[config.mk]
export PLATFORM = sky130hd
export DESIGN_NAME = fmap_pad_reader
export DESIGN_NICKNAME = d
export VERILOG_FILES = /design/src/rtl/fmap_pkg.sv /design/src/rtl/fmap_rd_skid.sv /design/src/rtl/fmap_pad_reader.sv
export SDC_FILE = /design/constraint.sdc
export NUM_CORES = 1
export LEC_CHECK = 0
export ABC_CLOCK_PERIOD_IN_PS = 3270
export CORE_MARGIN = 4
export CORE_UTILIZATION = 40
export CTS_BUF_LIST = sky130_fd_sc_hd__clkbuf_4 sky130_fd_sc_hd__clkbuf_8
export CTS_CLUSTER_DIAMETER = 60
export DETAILED_ROUTE_END_ITERATION = 10
export PLACE_DENSITY = 0.61
export SYNTH_ARGS = -nofsm -noshare
export SYNTH_HDL_FRONTEND = slang
export SYNTH_SLANG_ARGS = --single-unit
[constraint.sdc]
create_clock -name clk -period 3.27 [get_ports clk]
set_input_delay 0.654 -clock clk [delete_from_list [all_inputs] [get_ports clk]]
set_output_delay 0.654 -clock clk [all_outputs]
set_load 0.02 [all_outputs]
[src/rtl/fmap_pkg.sv]
// Shared definitions for the fmap pad read path: FSM state encodings,
// skid depth and the sideband bits that ride along with each tap.
package fmap_pkg;

   localparam logic [1:0] ST_IDLE  = 2'd0;
   localparam logic [1:0] ST_WAIT  = 2'd1;
   localparam logic [1:0] ST_READ  = 2'd2;
   localparam logic [1:0] ST_DRAIN = 2'd3;

   localparam int SKID_DEPTH = 2;

   typedef struct packed {
      logic last_tap;
      logic last;
   } fmap_side_t;

endpackage

[src/rtl/fmap_rd_skid.sv]
// Two-entry valid/ready buffer between the pad read pipeline and the MAC lane.
// It has no input backpressure; the reader's credit logic keeps it from overflowing.
module fmap_rd_skid
   import fmap_pkg::*;
#(
   parameter int WIDTH = 18
) (
   input  logic             clk,
   input  logic             rst,
   input  logic             in_valid_i,
   input  logic [WIDTH-1:0] in_data_i,
   output logic             out_valid_o,
   input  logic             out_ready_i,
   output logic [WIDTH-1:0] out_data_o,
   output logic [1:0]       count_o
);

   logic [WIDTH-1:0] mem_q [SKID_DEPTH];
   logic             wr_ptr_q;
   logic             rd_ptr_q;
   logic [1:0]       count_q;
   logic             push;
   logic             pop;

   assign push        = in_valid_i && (count_q != 2'(SKID_DEPTH));
   assign pop         = out_valid_o && out_ready_i;
   assign out_valid_o = (count_q != 2'd0);
   assign out_data_o  = mem_q[rd_ptr_q];
   assign count_o     = count_q;

   always_ff @(posedge clk or posedge rst) begin
      if (rst) begin
         mem_q[0] <= '0;
         mem_q[1] <= '0;
         wr_ptr_q <= 1'b0;
         rd_ptr_q <= 1'b0;
         count_q  <= 2'd0;
      end else begin
         if (push) begin
            mem_q[wr_ptr_q] <= in_data_i;
            wr_ptr_q        <= ~wr_ptr_q;
         end
         if (pop) begin
            rd_ptr_q <= ~rd_ptr_q;
         end
         count_q <= count_q + 2'(push) - 2'(pop);
      end
   end

endmodule

[src/rtl/fmap_pad_reader.sv]
// Read-side sequencer for the PE feature pad: walks stride-1 convolution windows
// and streams taps to the MAC lane. FMAP_RD_PERF_CNT_EN adds the stall_cnt output.
module fmap_pad_reader
   import fmap_pkg::*;
#(
   parameter int DATA_WIDTH = 16,
   parameter int ADDR_W     = 8,
   parameter int WADDR_W    = 8
) (
   input  logic                  clk,
   input  logic                  rst,
   input  logic                  rd_start,
   input  logic [WADDR_W-1:0]    weight_num,
   input  logic [ADDR_W-1:0]     pixel_num,
   input  logic [ADDR_W-1:0]     pixel_point,
   input  logic                  pad_data_ready,
   input  logic                  fmap_ready_to_pe,
   output logic [ADDR_W-1:0]     raddra_ifmap,
   input  logic [DATA_WIDTH-1:0] fmap_out,
   input  logic                  pe_ready,
   output logic                  pe_valid,
   output logic [DATA_WIDTH-1:0] pe_data,
   output logic                  pe_last_tap,
   output logic                  pe_last,
   output logic                  rd_busy,
   output logic                  rd_done,
   output logic                  cfg_err
`ifdef FMAP_RD_PERF_CNT_EN
   ,
   output logic [15:0]           stall_cnt
`endif
);

   localparam int CW = (ADDR_W > WADDR_W) ? ADDR_W : WADDR_W;

   logic [1:0]            state_q, state_d;
   logic [ADDR_W-1:0]     raddr_q, raddr_d;
   logic [ADDR_W-1:0]     win_addr_q, win_addr_d;
   logic [ADDR_W-1:0]     win_q, win_d;
   logic [ADDR_W-1:0]     nwin_q, nwin_d;
   logic [WADDR_W-1:0]    tap_q, tap_d;
   logic [WADDR_W-1:0]    wnum_q, wnum_d;
   logic                  complete_q, complete_d;
   logic                  cfg_err_q, cfg_err_d;
   logic                  rd_done_q, rd_done_d;
   logic                  inflight_q;
   fmap_side_t            inflight_side_q, issue_side;
   logic [CW-1:0]         wnum_ext, pnum_ext;
   logic                  start_ok, cfg_bad, can_proceed, pop, issue, last_tap, last_win;
   logic [1:0]            skid_cnt;
   logic [DATA_WIDTH+1:0] skid_dout;

   assign start_ok    = rd_start && (state_q == ST_IDLE);
   assign wnum_ext    = CW'(weight_num);
   assign pnum_ext    = CW'(pixel_num);
   assign cfg_bad     = (weight_num == '0) || (wnum_ext > pnum_ext);
   assign can_proceed = pad_data_ready || complete_q;
   assign pop         = pe_valid && pe_ready;
   assign last_tap    = (tap_q == wnum_q - WADDR_W'(1));
   assign last_win    = (win_q == nwin_q - ADDR_W'(1));
   assign issue_side  = '{last_tap: last_tap, last: last_tap && last_win};

   // Credit counts the skid after this cycle's pop, so a continuously ready
   // lane sees one beat per cycle while a stalled lane never overflows the skid.
   assign issue = (state_q == ST_READ) && can_proceed &&
                  (({1'b0, skid_cnt} + {2'b00, inflight_q} - {2'b00, pop}) < 3'(SKID_DEPTH));

   // Sequencer: counters advance window-major, tap-ascending, one address per issue.
   always_comb begin
      state_d    = state_q;
      raddr_d    = raddr_q;
      win_addr_d = win_addr_q;
      win_d      = win_q;
      nwin_d     = nwin_q;
      tap_d      = tap_q;
      wnum_d     = wnum_q;
      cfg_err_d  = cfg_err_q;
      rd_done_d  = 1'b0;
      complete_d = start_ok ? fmap_ready_to_pe : (complete_q || fmap_ready_to_pe);
      case (state_q)
         ST_IDLE: begin
            if (start_ok) begin
               cfg_err_d = cfg_bad;
               if (cfg_bad) begin
                  rd_done_d = 1'b1;
               end else begin
                  state_d    = ST_WAIT;
                  raddr_d    = pixel_point;
                  win_addr_d = pixel_point;
                  win_d      = '0;
                  tap_d      = '0;
                  wnum_d     = weight_num;
                  nwin_d     = ADDR_W'(pnum_ext - wnum_ext + CW'(1));
               end
            end
         end
         ST_WAIT: begin
            if (can_proceed) state_d = ST_READ;
         end
         ST_READ: begin
            if (!can_proceed) begin
               state_d = ST_WAIT;
            end else if (issue) begin
               if (!last_tap) begin
                  tap_d   = tap_q + WADDR_W'(1);
                  raddr_d = raddr_q + ADDR_W'(1);
               end else if (last_win) begin
                  state_d = ST_DRAIN;
               end else begin
                  tap_d      = '0;
                  win_d      = win_q + ADDR_W'(1);
                  win_addr_d = win_addr_q + ADDR_W'(1);
                  raddr_d    = win_addr_q + ADDR_W'(1);
               end
            end
         end
         ST_DRAIN: begin
            if (!inflight_q && (skid_cnt == {1'b0, pop})) begin
               state_d   = ST_IDLE;
               rd_done_d = 1'b1;
            end
         end
         default: state_d = ST_IDLE;
      endcase
   end

   always_ff @(posedge clk or posedge rst) begin
      if (rst) begin
         state_q         <= ST_IDLE;
         raddr_q         <= '0;
         win_addr_q      <= '0;
         win_q           <= '0;
         nwin_q          <= '0;
         tap_q           <= '0;
         wnum_q          <= '0;
         complete_q      <= 1'b0;
         cfg_err_q       <= 1'b0;
         rd_done_q       <= 1'b0;
         inflight_q      <= 1'b0;
         inflight_side_q <= '0;
      end else begin
         state_q         <= state_d;
         raddr_q         <= raddr_d;
         win_addr_q      <= win_addr_d;
         win_q           <= win_d;
         nwin_q          <= nwin_d;
         tap_q           <= tap_d;
         wnum_q          <= wnum_d;
         complete_q      <= complete_d;
         cfg_err_q       <= cfg_err_d;
         rd_done_q       <= rd_done_d;
         inflight_q      <= issue;
         inflight_side_q <= issue_side;
      end
   end

   // Pad data returns one cycle after its address; the sideband is delayed to match.
   fmap_rd_skid #(
      .WIDTH(DATA_WIDTH + 2)
   ) u_skid (
      .clk        (clk),
      .rst        (rst),
      .in_valid_i (inflight_q),
      .in_data_i  ({fmap_out, inflight_side_q}),
      .out_valid_o(pe_valid),
      .out_ready_i(pe_ready),
      .out_data_o (skid_dout),
      .count_o    (skid_cnt)
   );

   assign {pe_data, pe_last_tap, pe_last} = skid_dout;
   assign raddra_ifmap = raddr_q;
   assign rd_busy      = (state_q != ST_IDLE);
   assign rd_done      = rd_done_q;
   assign cfg_err      = cfg_err_q;

`ifdef FMAP_RD_PERF_CNT_EN
   logic [15:0] stall_q, stall_d;

   always_comb begin
      stall_d = stall_q;
      if (start_ok) begin
         stall_d = '0;
      end else if (((pe_valid && !pe_ready) || (state_q == ST_WAIT)) && (stall_q != 16'hFFFF)) begin
         stall_d = stall_q + 16'd1;
      end
   end

   always_ff @(posedge clk or posedge rst) begin
      if (rst) stall_q <= '0;
      else     stall_q <= stall_d;
   end

   assign stall_cnt = stall_q;
`endif

endmodule
==> flow_summary.yaml <==
critical_path:
  worst-path-buf-inv: 3
  criticalPathCategory: "in2reg"
  worstPathArrival_ps: 3410
  r2r_setup_slack_ps: 260
  cp.depth: 13
  critPathLaunchType: "input port"
  endpoint_kind: "register"
  worstPathCellList: "clkdlybuf4s50_1 -> and2_4 -> ha_1 -> inv_1 -> nand2_1 -> fa_2 -> nand2_1 -> nor2_2 -> buf_6 -> nand4_4 -> or2_4 -> or4_1 -> nand3_1"
  cpMaxStageDelayCell: "fa_2"
  cp_common_cell: "nand2_1"
  max_stage_delay_ps: 530
  critPathRequiredTime_ps: 3600
  crit_fanout: 4
  rr_worst_depth: 14
  r2r_start: "u_skid.count_o[1]"
  crit_family: "simple AND/OR/NAND/NOR gates"
  reg2reg_to: "win_q[7]"
drt:
  drt_iter0_markers: 208
  routed_wl_mm: 12.8
  num_vias: 4417
  first_pass_iters: 4
  via_per_inst: 5.19
  post_drt_wl_per_cell_um: 15.0
  ant_nets: 0
  drc: 0
die:
  io_pins: 76
  die_w_um: 128
  die-area_um2: 16300
  start_util_pct: 41.2
  coreArea_um2: 13900
  fp.dieH_um: 128
  rows: 43
power:
  leakage_nw: 3.21
  ir_drop_uv: 411
  p_per_area_nw_per_um2: 853
sta:
  period_share_pct: 94.2
  drv_slew: 0
  setup-violations-final: 0
  max_freq_ghz: 0.325
  hold_viol_final: 0
  rsz0062_at_grt: "false"
  period_minus_slack_ps: 3080
  setup_ws_ps: 191
  tightestPinTransition_ps: 918
  max_slew_margin_pct: 38.6
  skew_ps: 14.7
clock_tree:
  clkTransAtPathRegs_ps: 100
  clock_sinks: 96
  ctsLongestPathBuffers: 2
  cts-hold-fix-buffers: 0
  numCtsBuffers: 9
  insertion_delay_ps: 380
  cts_tree: "done"
  cts-root-buf: "clkbuf_8"
  htreeDepth: 3
yosys:
  async_flop_share_pct: 100
  syn_area_per_cell_um2: 10.1
  synth_top_cells_by_area: "dfrtp_1 (42%), mux2_2 (12%), ha_1 (7.2%)"
  synth_compound_area_share_pct: 12.6
  synth_edf_count: 0
  synth-seq-cells: 96
  synthAdderAreaFrac_pct: 8.25
  synthMuxAreaShare_pct: 13.6
  synth_area_um2: 5730
  ys.warnings.count: 0
  synth_top_family_by_area: "multiplexers"
  synth-main-ff-cell: "dfrtp_1"
  seq_area_frac_synth_pct: 41.9
  synth_fp_nets: 650
  yosys.area.top_type_share_pct: 41.9
  yosys.area_share.simple_pct: 13.2
  synthDistinctLibCells: 54
  synthCells: 568
  synthXorXnorAreaFrac_pct: 6.11
  yosysTopAreaCell: "dfrtp_1"
finish:
  drive_gt1_share_pct: 18.8
  syn2layout_area_growth_pct: 24.1
  fill_cells: 1282
  regArea_um2: 2400
  utilization_pct: 51.1
  final_common_cell: "dfrtp_1"
  nNetsFinal: 748
  antenna_cells: 0
  multiInputGateArea_um2: 3090
  instances_no_fill: 851
  layout_common_cells: "dfrtp_1 (95), clkdlybuf4s50_1 (75), mux2_2 (61)"
  final_cell_area_um2: 7120
placement:
  dpl_cell_area_um2: 6880
  place.gp.congestion: 0.843
  dp_hpwl_mm: 9.68
  portBuffers: 75
  dpl_worst_slack_ps: -253
  dpl.cell_count: 834
global_route:
  grt_pass1_vias: 4514
  antenna_found_initial: 0
  grt_usage_pct: 16.3
  grt_max_degree: 62
  grt_overflow: 0
  grt_pass1_wl_mm: 21.5
outcome:
  status: "finished, final reports clean"
min_path:
  hp-class: "reg2reg"
  hold_depth: 1
  worstHoldStart: "u_skid.wr_ptr_q"
  min_to: "u_skid.wr_ptr_q"
job:
  maxCapViolCount: 0
[per-stage QoR]
| step | total power [mW] | setup TNS (ps) | hold slack [ps] |
|---|---|---|---|
| floorplan | 4.14 | 0 | 465 |
| global placement | 5.15 | -3470 | 480 |
| detailed placement | 5.26 | -4780 | 487 |
| CTS | 6.12 | 0 | 508 |
| global route | 6.56 | 0 | 529 |
| finish | 6.07 | 0 | 505 |
[area by class of cell]
type	count	share of cell area (%)
clock buffer	10	1.93
tap	180	3.17
multi-input combinational	406	43.4
sequential	96	33.8
inverter	45	2.39
clock inverter	6	1.07
timing repair buffer	108	14.3
[sequential cells by signal (all words and copies together), names as in the netlist]
| register | count |
|---|---|
| cfg_err | 1 |
| complete_q | 1 |
| inflight_q | 1 |
| inflight_side_q | 2 |
| nwin_q | 8 |
| raddra_ifmap | 8 |
| rd_done | 1 |
| state_q | 2 |
| tap_q | 8 |
| u_skid.count_o | 2 |
| u_skid.mem_q | 36 |
| u_skid.rd_ptr_q | 1 |
| u_skid.wr_ptr_q | 1 |
| win_addr_q | 8 |
| win_q | 8 |
| wnum_q | 8 |
[Yosys cell counts, types with 4 or more instances]
cell type  number
nand4_1         5
o211ai_1        4
mux2_2         61
o21bai_1        6
o21ai_0        37
a21o_1          8
ha_1           33
a211oi_1        4
nor2b_1         5
mux2i_1         9
nand2b_1        7
xor2_1         19
inv_1          45
nor3_1          8
clkbuf_1       17
a21oi_1        22
nor2_1         23
xnor2_1        21
a31oi_1         4
nand2_1        52
nand3_1        22
or3_1           5
nor4_1          5
dfrtp_1        96
[how the worst max path moves through the flow]
stage / startpoint / to / slack, ps
floorplan: u_skid.count_o[1] / win_q[7] / 100
global placement: pe_ready / win_q[7] / -210
detailed placement: pe_ready / win_q[7] / -250
CTS: u_skid.count_o[1] / win_q[7] / 120
global route: pe_ready / win_q[7] / 40
finish: pe_ready / win_q[7] / 190
[timing repair]
item | in CTS | in global routing
gates resized for setup | 0 | 8
endpoints found under the setup margin | 0 | 16
buffers inserted | 0 | 1
[metal layers]
layer / part of all wire [%] / GRT usage (%) / vias up
li1: - / - / 2178
met1: 46 / 21.0 / 2135
met2: 47 / 26.9 / 89
met4: 1.7 / 4.74 / 0
met3: 4.5 / 4.33 / 15
met5: 0 / 0 / -
[kinds of logic after synthesis]
family / after synthesis
AO/OA/AOI/OAI: 111
XOR/XNOR: 40
buffers and inverters: 66
multiplexers: 70
AND/OR/NAND/NOR: 149
adder cells (fa/ha/maj): 36
flip-flops: 96
[power breakdown]
group          total [mW]  switching (mW)  internal [mW]
logic                3.20            1.59           1.62
registers            2.03           0.395           1.64
clock network       0.830           0.444          0.386
Power figures use the tool's default switching activity.
